--- config.mk ---
export PLATFORM = sky130hd
export DESIGN_NAME = mem_port_arbiter
export DESIGN_NICKNAME = d
export VERILOG_FILES = /design/src/rtl/mem_port_arbiter.sv
export SDC_FILE = /design/constraint.sdc
export NUM_CORES = 1
export LEC_CHECK = 0
export ABC_CLOCK_PERIOD_IN_PS = 10500
export BUFFER_PORTS_ARGS = -buffer_cell sky130_fd_sc_hd__buf_2
export CAP_MARGIN = 30
export CORE_AREA = 2 2 181 183
export DETAILED_ROUTE_END_ITERATION = 8
export DIE_AREA = 0 0 183 185
export GPL_TIMING_DRIVEN = 0
export SLEW_MARGIN = 10
export SYNTH_ARGS = -nofsm -noshare
export SYNTH_HDL_FRONTEND = slang
export SYNTH_SLANG_ARGS = --single-unit
--- constraint.sdc ---
create_clock -name clock -period 10.5 [get_ports clock]
set_input_delay 0.525 -clock clock [delete_from_list [all_inputs] [get_ports clock]]
set_output_delay 0.525 -clock clock [all_outputs]
set_load 0.05 [all_outputs]
--- src/rtl/mem_port_arbiter.sv ---
// mem_port_arbiter: arbitrates a fetch read port and a memory-stage read/write
// port onto a single-cycle-strobe memory with variable completion latency.
// Every access is latched at grant and walks IDLE -> ISSUE -> WAIT -> DONE, or
// IDLE -> DONE directly for an out-of-range address. The memory stage wins
// simultaneous requests unless fetch has already been passed over
// STARVE_LIMIT times in a row. A WAIT that outlasts TIMEOUT cycles is aborted
// with an error. All outputs come straight from flops.
module mem_port_arbiter #(
  parameter int DEPTH        = 128,
  parameter int STARVE_LIMIT = 3,
  parameter int TIMEOUT      = 16
) (
  input  logic        clock,
  input  logic        reset,
  input  logic        f_req,
  input  logic [63:0] f_addr,
  output logic        f_ack,
  output logic [63:0] f_rdata,
  output logic        f_err,
  input  logic        m_req,
  input  logic        m_we,
  input  logic [63:0] m_addr,
  input  logic [63:0] m_wdata,
  output logic        m_ack,
  output logic [63:0] m_rdata,
  output logic        m_err,
  output logic        mem_en,
  output logic        mem_we,
  output logic [6:0]  mem_addr,
  output logic [63:0] mem_wdata,
  input  logic [63:0] mem_rdata,
  input  logic        mem_rdy,
  output logic        busy,
  output logic        owner_m
);

  localparam int SW = (STARVE_LIMIT > 0) ? $clog2(STARVE_LIMIT + 1) : 1;
  localparam int TW = (TIMEOUT > 1) ? $clog2(TIMEOUT + 1) : 1;

  typedef enum logic [1:0] {
    S_IDLE  = 2'd0,
    S_ISSUE = 2'd1,
    S_WAIT  = 2'd2,
    S_DONE  = 2'd3
  } state_t;

  state_t        state_q, state_d;
  logic [SW-1:0] starve_q, starve_d;
  logic [TW-1:0] tcnt_q, tcnt_d;
  logic          we_q, we_d;

  logic          f_ack_q, f_ack_d;
  logic [63:0]   f_rdata_q, f_rdata_d;
  logic          f_err_q, f_err_d;
  logic          m_ack_q, m_ack_d;
  logic [63:0]   m_rdata_q, m_rdata_d;
  logic          m_err_q, m_err_d;
  logic          mem_en_q, mem_en_d;
  logic          mem_we_q, mem_we_d;
  logic [6:0]    mem_addr_q, mem_addr_d;
  logic [63:0]   mem_wdata_q, mem_wdata_d;
  logic          busy_q, busy_d;
  logic          owner_q, owner_d;

  logic          any_req;
  logic          pick_m;
  logic [63:0]   win_addr;
  logic          addr_ok;
  logic          rdy_hit;
  logic          tmo_hit;
  logic          done_ack;
  logic          done_err;
  logic [63:0]   done_rdata;

  // Arbitration and completion decode shared by next-state and output logic.
  always_comb begin
    any_req  = f_req | m_req;
    // Fetch only wins a tie once it has been passed over STARVE_LIMIT times.
    pick_m   = m_req & ~(f_req & (starve_q == SW'(STARVE_LIMIT)));
    win_addr = pick_m ? m_addr : f_addr;
    addr_ok  = (win_addr < 64'(DEPTH));
    rdy_hit  = (state_q == S_WAIT) & mem_rdy;
    tmo_hit  = (state_q == S_WAIT) & ~mem_rdy & (tcnt_q == TW'(TIMEOUT - 1));
  end

  // State register plus starvation and WAIT-timeout counters.
  always_ff @(posedge clock or posedge reset) begin
    if (reset) begin
      state_q  <= S_IDLE;
      starve_q <= '0;
      tcnt_q   <= '0;
      we_q     <= 1'b0;
      owner_q  <= 1'b0;
    end else begin
      state_q  <= state_d;
      starve_q <= starve_d;
      tcnt_q   <= tcnt_d;
      we_q     <= we_d;
      owner_q  <= owner_d;
    end
  end

  // Next-state logic; requests are only looked at in IDLE.
  always_comb begin
    state_d  = state_q;
    starve_d = starve_q;
    tcnt_d   = tcnt_q;
    case (state_q)
      S_IDLE: begin
        if (any_req) begin
          state_d  = addr_ok ? S_ISSUE : S_DONE;
          starve_d = (pick_m & f_req) ? starve_q + SW'(1) : '0;
          tcnt_d   = '0;
        end
      end
      S_ISSUE: begin
        state_d = S_WAIT;
        tcnt_d  = '0;
      end
      S_WAIT: begin
        if (rdy_hit || tmo_hit) begin
          state_d = S_DONE;
        end else begin
          tcnt_d = tcnt_q + TW'(1);
        end
      end
      S_DONE: begin
        state_d = S_IDLE;
      end
      default: begin
        state_d = S_IDLE;
      end
    endcase
  end

  // Output logic: next value of every registered output, from the transition taken.
  always_comb begin
    owner_d     = owner_q;
    we_d        = we_q;
    mem_addr_d  = mem_addr_q;
    mem_wdata_d = mem_wdata_q;
    mem_en_d    = 1'b0;
    mem_we_d    = 1'b0;
    done_ack    = 1'b0;
    done_err    = 1'b0;
    done_rdata  = '0;
    case (state_q)
      S_IDLE: begin
        if (any_req) begin
          // Fetch is a pure read port: its write flag and data are forced to 0.
          owner_d = pick_m;
          we_d    = pick_m & m_we;
          if (addr_ok) begin
            mem_en_d    = 1'b1;
            mem_we_d    = pick_m & m_we;
            mem_addr_d  = win_addr[6:0];
            mem_wdata_d = pick_m ? m_wdata : '0;
          end else begin
            done_ack = 1'b1;
            done_err = 1'b1;
          end
        end
      end
      S_WAIT: begin
        if (rdy_hit) begin
          done_ack   = 1'b1;
          done_rdata = we_q ? '0 : mem_rdata;
        end else if (tmo_hit) begin
          done_ack = 1'b1;
          done_err = 1'b1;
        end
      end
      default: begin
      end
    endcase
    // Completion is routed only to the owner; the other port stays quiet.
    f_ack_d   = done_ack & ~owner_d;
    f_err_d   = done_err & ~owner_d;
    f_rdata_d = owner_d ? '0 : done_rdata;
    m_ack_d   = done_ack & owner_d;
    m_err_d   = done_err & owner_d;
    m_rdata_d = owner_d ? done_rdata : '0;
    busy_d    = (state_d != S_IDLE);
  end

  // Output registers; reset clears every output immediately.
  always_ff @(posedge clock or posedge reset) begin
    if (reset) begin
      f_ack_q     <= 1'b0;
      f_rdata_q   <= '0;
      f_err_q     <= 1'b0;
      m_ack_q     <= 1'b0;
      m_rdata_q   <= '0;
      m_err_q     <= 1'b0;
      mem_en_q    <= 1'b0;
      mem_we_q    <= 1'b0;
      mem_addr_q  <= '0;
      mem_wdata_q <= '0;
      busy_q      <= 1'b0;
    end else begin
      f_ack_q     <= f_ack_d;
      f_rdata_q   <= f_rdata_d;
      f_err_q     <= f_err_d;
      m_ack_q     <= m_ack_d;
      m_rdata_q   <= m_rdata_d;
      m_err_q     <= m_err_d;
      mem_en_q    <= mem_en_d;
      mem_we_q    <= mem_we_d;
      mem_addr_q  <= mem_addr_d;
      mem_wdata_q <= mem_wdata_d;
      busy_q      <= busy_d;
    end
  end

  assign f_ack     = f_ack_q;
  assign f_rdata   = f_rdata_q;
  assign f_err     = f_err_q;
  assign m_ack     = m_ack_q;
  assign m_rdata   = m_rdata_q;
  assign m_err     = m_err_q;
  assign mem_en    = mem_en_q;
  assign mem_we    = mem_we_q;
  assign mem_addr  = mem_addr_q;
  assign mem_wdata = mem_wdata_q;
  assign busy      = busy_q;
  assign owner_m   = owner_q;

endmodule

### Word-level counts from Yosys, hierarchy flattened

Cells that the tools add are included.

* register bits after elaboration: 217
* bits of input ports: 262
* output and inout bits: 207
* word-level logic and storage cells: 78

* add/subtract/negate cells: 2
* order comparisons: 1
* eq/ne operators: 7
* mux-type cells: 30
* bitwise operators: 15
* reduce and logical (&&, ||, !) cells: 7

Operators by type and width (count)
* 64-bit 2-to-1 mux: 7
* 64-bit by 8-bit less-than comparator with 1-bit output, second input constant: 1
* 5-bit case mux with 3 select lines: 1
* 1-bit 2-to-1 mux: 13
* 1-bit AND: 11
* 5-bit 2-to-1 mux: 2
* 2-bit 2-to-1 mux: 4
* 2-bit case mux with 4 select lines: 1
* 2-bit equality test, second input constant: 3
* 3-bit AND reduction: 2
* 5-bit by 1-bit adder with 5-bit output, second input constant: 1
* 5-bit by 4-bit equality test with 1-bit output, second input constant: 1
* 2-bit != test, second input constant: 2
* 1-bit case mux with 2 select lines: 2
* 1-bit NOT: 3
* 3-bit nonzero test: 1
* 2-bit by 1-bit adder with 2-bit output, second input constant: 1
* 2-bit by 1-bit equality test with 1-bit output, second input constant: 1
* 2-bit logical NOT: 1
* 2-bit AND reduction: 1
* 2-bit nonzero test: 1
* 1-bit logical OR: 1
* 1-bit OR: 1

### Logic depth before layout (Yosys ltp)

* depth after elaboration: 10
* depth in mapped cells: 9
* mapped depth without buffers: 8

### Worst setup path after synthesis

No wires, ideal clock.

* kind: input to register
* start point: input f_addr[61]
* end point: register mem_addr_q[2] (netlist: mem_addr[2])
* arrival: 2.298 ns
* slack: 8.077 ns
* stages: 6
* buffers on the path: 1
* path through: nor4_1 -> nand4_1 -> or4_1 -> clkbuf_1 -> a211oi_4 -> mux2_2

* cells in the longest elaborated chain, start to end: 3

Ends and longest elaborated chain
* from (decl): line 16 `input logic [63:0] f_addr,`
* 64-bit 2-to-1 mux: line 80 `win_addr = pick_m ? m_addr : f_addr;`
* 64-bit by 8-bit less-than comparator with 1-bit output: line 81 `addr_ok = (win_addr < 64'(DEPTH));`
* 3-bit AND reduction (no source line)
* to (signal assigned): line 209 `mem_addr_q <= mem_addr_d;`
* to (decl): line 60 `logic [6:0] mem_addr_q, mem_addr_d;`

Every way passes these cells.
A chain may end at the register's enable or synchronous reset.

### Worst setup path in the final report

* start point: register starve_q[0]
* end point: register mem_addr_q[6] (netlist: mem_addr[6])

* cells in the longest elaborated chain, start to end: 7

Ends and longest elaborated chain
* from (decl): line 48 `logic [SW-1:0] starve_q, starve_d;`
* from (signal assigned): line 96 `starve_q <= starve_d;`
* 2-bit equality test (*): line 79 `pick_m = m_req & ~(f_req & (starve_q == SW'(STARVE_LIMIT)));`
* 1-bit AND (*): line 79
* 1-bit NOT (*): line 79
* 1-bit AND (*): line 79
* 64-bit 2-to-1 mux (*): line 80
* 64-bit by 8-bit less-than comparator with 1-bit output: line 81
* 3-bit AND reduction (no source line)

Mark *: on every way between the ends. The rest lies on a longest branch, timed or not.

==> results by stage <==
Outcome:
- The run finished with clean final reports.

Place:
- The worst slack after detailed placement is 7.36 ns.
- Input and output buffers added on the ports amount to 467.
- The placer congestion estimate is 0.915.
- The HPWL after detailed placement is 21,900 um.

Synthesis:
- Yosys attributes the largest share of cell area to dfrtp_1 (65%), mux2i_1 (7.7%), nand2_1 (6.4%).
- Of all cell types, the one taking the most synthesized area is dfrtp_1.
- The mean instance size in the synthesized netlist is 10.9 um2.
- The synthesized netlist occupies a cell area of 8330 um2.
- After synthesis, flip-flops and latches occupy 65.2% of the total area.
- After synthesis, the largest area contributor takes up 65.2% of total cell area.
- The register bit total from synthesis is 217.
- The number of different library cells used by synthesis comes to 41.
- The number of standard cells after synthesis is 767.
- The number of warnings printed during yosys synthesis is 0.
- The synthesized netlist net count is 1,035.

GRT:
- Summed over all layers, the global routing overflow is 0.
- The global-route wire length before repair is 42,700 um.
- The total routing usage reported by global routing is 16.4%.
- The number of antenna violations at the first check in global routing is 1.
- Entering global routing, the biggest net connects 80 pins.
- The via count of the first global-routing pass is 7,544.

Floorplanning:
- The count of standard-cell rows is 66.
- The core region is 32,000 um2.
- The height of the die is 185 um.
- The die area is 33,900 um2.
- From left edge to right edge, the die measures 183 um.
- The initial utilization of the core area, before any placement, comes to 26.0%.
- 469 I/O pins were placed.

Clock tree:
- After clock tree synthesis, the clock-pin slew on the worst setup and hold paths is 0.06 ns.
- The quantity of gates resized following cts is 0.
- The later pin in the worst-skew pair is clocked with a latency of 0.54 ns.
- The number of H-tree levels is 1.
- The count of hold-fix buffers inserted at cts is 0.
- The clock tree from TritonCTS is built.
- The tree is rooted in a clkbuf_16.
- The total setup buffers inserted after CTS is 0.
- The number of clock sinks seen by CTS is 217.
- The total clock buffers created by CTS is 25.
- The clock passes through at most 3 buffers.

STA:
- Setup violations remaining at the end of the flow were counted as 0.
- The final critical path time including I/O delays and setup is 2.91 ns.
- For the pin with the worst max-slew slack, the measured transition is 0.826 ns.
- The top achievable clock speed is 344 MHz.
- The worst hold slack across all endpoints is 0.0183 ns.
- The final count of hold timing violations came to 0.
- Setup repair after global routing left no endpoint under its margin.
- Adding up every negative setup slack in the final design gives 0 ns.
- The final worst clock skew is 0.0252 ns.
- The tightest slew margin relative to the limit is 45.0%.
- In the finished design, the share of the clock period the worst path needs comes to 27.7%.
- Across all setup checks in the final design, the least slack found is 7.59 ns.
- The max-slew violation total from the final report is 0.

Min path:
- The tightest min-delay check is of the input port to asynchronous set/reset pin type.

Setup path:
- STA classifies the critical path endpoint as a register.
- The register-to-register path setup slack is 7.59 ns.
- The family of cells with the greatest summed delay on the critical path is compound AO/OA/AOI/OAI gates.
- The kind of start point of the critical path is a register.
- The slowest cell on the critical path is a211oi_4.
- Along the worst path, the maximum fanout reaches 9.
- Counting both buffers and inverters, the worst setup path holds a total of 1.
- The critical path is of the register to register type.
- Walking the worst path, the cells encountered are ha_1, a21boi_4, nand3_1, or3_1, clkbuf_1, a211oi_4, mux2_2.
- The largest incremental delay on the critical path is 0.74 ns.
- The arrival time reported for the critical path endpoint is 3.31 ns.
- At the worst endpoint, the required time is 10.90 ns.

Detailed routing:
- After detailed routing, the number of remaining DRC violations is 0.
- The total length of routed wires is 28,500 um.
- Before antenna repair, the detailed router went through 4 iterations.
- The number of routed nets with antenna violations is 0.
- After the first detailed-routing iteration, the DRC count stood at 359.
- Using the TritonRoute via totals, the vias-per-cell ratio works out to 4.29.
- Detailed routing inserted a total of 7,240 vias.
- The per-cell routed wire length is 16.9 um.

Run:
- Max-cap violations in this run came to 0.

Pwr:
- In this run switching power makes up 37.6% of total power.
- For this design the static power due to leakage is 0.00660 uW.
- The part of the total power dissipated in the clock network is 34.0%.
- IR analysis of the VDD net gives a maximum drop of 0.000161 V.
- The fraction of power consumed by sequential logic is 36.6%.
- After layout, the design draws a total of 2580 uW.
- The power density normalized to cell area is 214 nW/um2.
- The analysis attributes to net switching a power of 971 uW.
- The combinational power share is 29.4%.
- The internal portion of total power is 1610 uW.

Final layout:
- After filler insertion, the fill cell instance count of the layout stands at 3,232.
- Summing all multi-input logic gate instances after layout gives 2440 um2.
- In the final layout, flip-flops and latches occupy 5430 um2.
- After the last flow step, the layout net total stands at 1,532.
- The signed area change from the synthesized netlist to the final layout is 45.0%.
- The ratio of cells with drive above 1 in the final layout is 41.5%.
- The repair_antennas step left the layout with diodes totalling 0.
- For this run, the share of the core covered by cells in the final layout is 37.7%.
==> sequential cells by signal, indices dropped and copies added, names as in the netlist <==
register and cells:
busy 1, f_ack 1, f_err 1, f_rdata 64, m_ack 1, m_err 1
m_rdata 64, mem_addr 7, mem_en 1, mem_wdata 64, mem_we 1, owner_m 1
starve_q 2, state_q 2, tcnt_q 5, we_q 1
==> final cells by class <==
class                   count  area share [%]
clock buffers              37            6.05
flip-flops and latches    217            45.0
multi-input cells         441            20.2
plain buffers              40            1.66
repair buffers            470            19.9
inverters                  69            2.21
clock inverters             7           0.829
well taps                 408            4.23
==> cell usage after synthesis (all sizes together) <==
cell,count
nand3,5
inv,69
nor3b,1
o21bai,1
o21a,1
a21oi,1
clkbuf,27
nand2b,1
mux2i,64
a22oi,1
nor2,136
and3,2
buf,13
nand2,141
and3b,1
a22o,1
ha,6
or2,1
a21o,1
a21boi,1
nand4,5
nand3b,1
o31ai,1
a32o,1
o22a,1
or3,2
dfrtp,217
nor2b,2
nand4b,1
a211oi,5
mux2,14
or4,1
nor4,26
o21ai,8
nor3,8
==> metrics by stage <==
| stage | instances | area, um2 |
|---|---|---|
| 4_1_cts | 1689 | 12100 |
| 3_5_place_dp | 1645 | 11200 |
| 3_3_place_gp | 1642 | 11200 |
| 6_report | 1689 | 12100 |
| 2_1_floorplan | 767 | 8330 |
| 5_1_grt | 1689 | 12100 |
==> worst paths after layout <==
kind / from / to / depth (start not counted)
max: starve_q[0] / mem_addr[6] / 7
min: reset / mem_wdata[26] / 2
max reg2reg: starve_q[0] / mem_addr[6] / 7
min reg2reg: mem_addr[0] / mem_addr[0] / 1
max in group asynchronous: reset / f_rdata[17] / 3
min in group clock: mem_rdata[60] / f_rdata[60] / 3
==> placed cells by master (no fill, tap or decap), drive strengths merged, types with 14 or more instances in the layout <==
cell type | netlist | final
nand2 | 141 | 141
mux2 | 14 | 14
nor4 | 26 | 26
clkbuf | 27 | 64
buf | 13 | 483
nor2 | 136 | 136
mux2i | 64 | 64
inv | 69 | 70
dfrtp | 217 | 217
==> power groups by stage <==
stage / combinational (uW) / clock (uW) / sequential (uW)
3_3_place_gp: 759 / 0 / 957
4_1_cts: 771 / 904 / 944
5_1_grt: 824 / 936 / 952
2_1_floorplan: 247 / 0 / 1200
6_report: 759 / 879 / 944
3_5_place_dp: 769 / 0 / 958
==> routing by layer <==
metal,up-vias,global-route usage (%),part of all wire [%]
li1,3445,-,-
met1,3410,20.9,43
met2,344,26.3,45
met3,39,5.84,10
met4,2,4.61,2.5
met5,-,0,0.046
==> cells by family after synthesis <==
family          Yosys count  share of synthesized area (%)
simple gates            334                           16.7
flops                   217                           65.2
buf+inv                 109                           5.51
mux                      78                           9.58
compound gates           23                           2.15
fa+ha+maj                 6                          0.901
No activity file was read; power rests on OpenSTA's default activity.
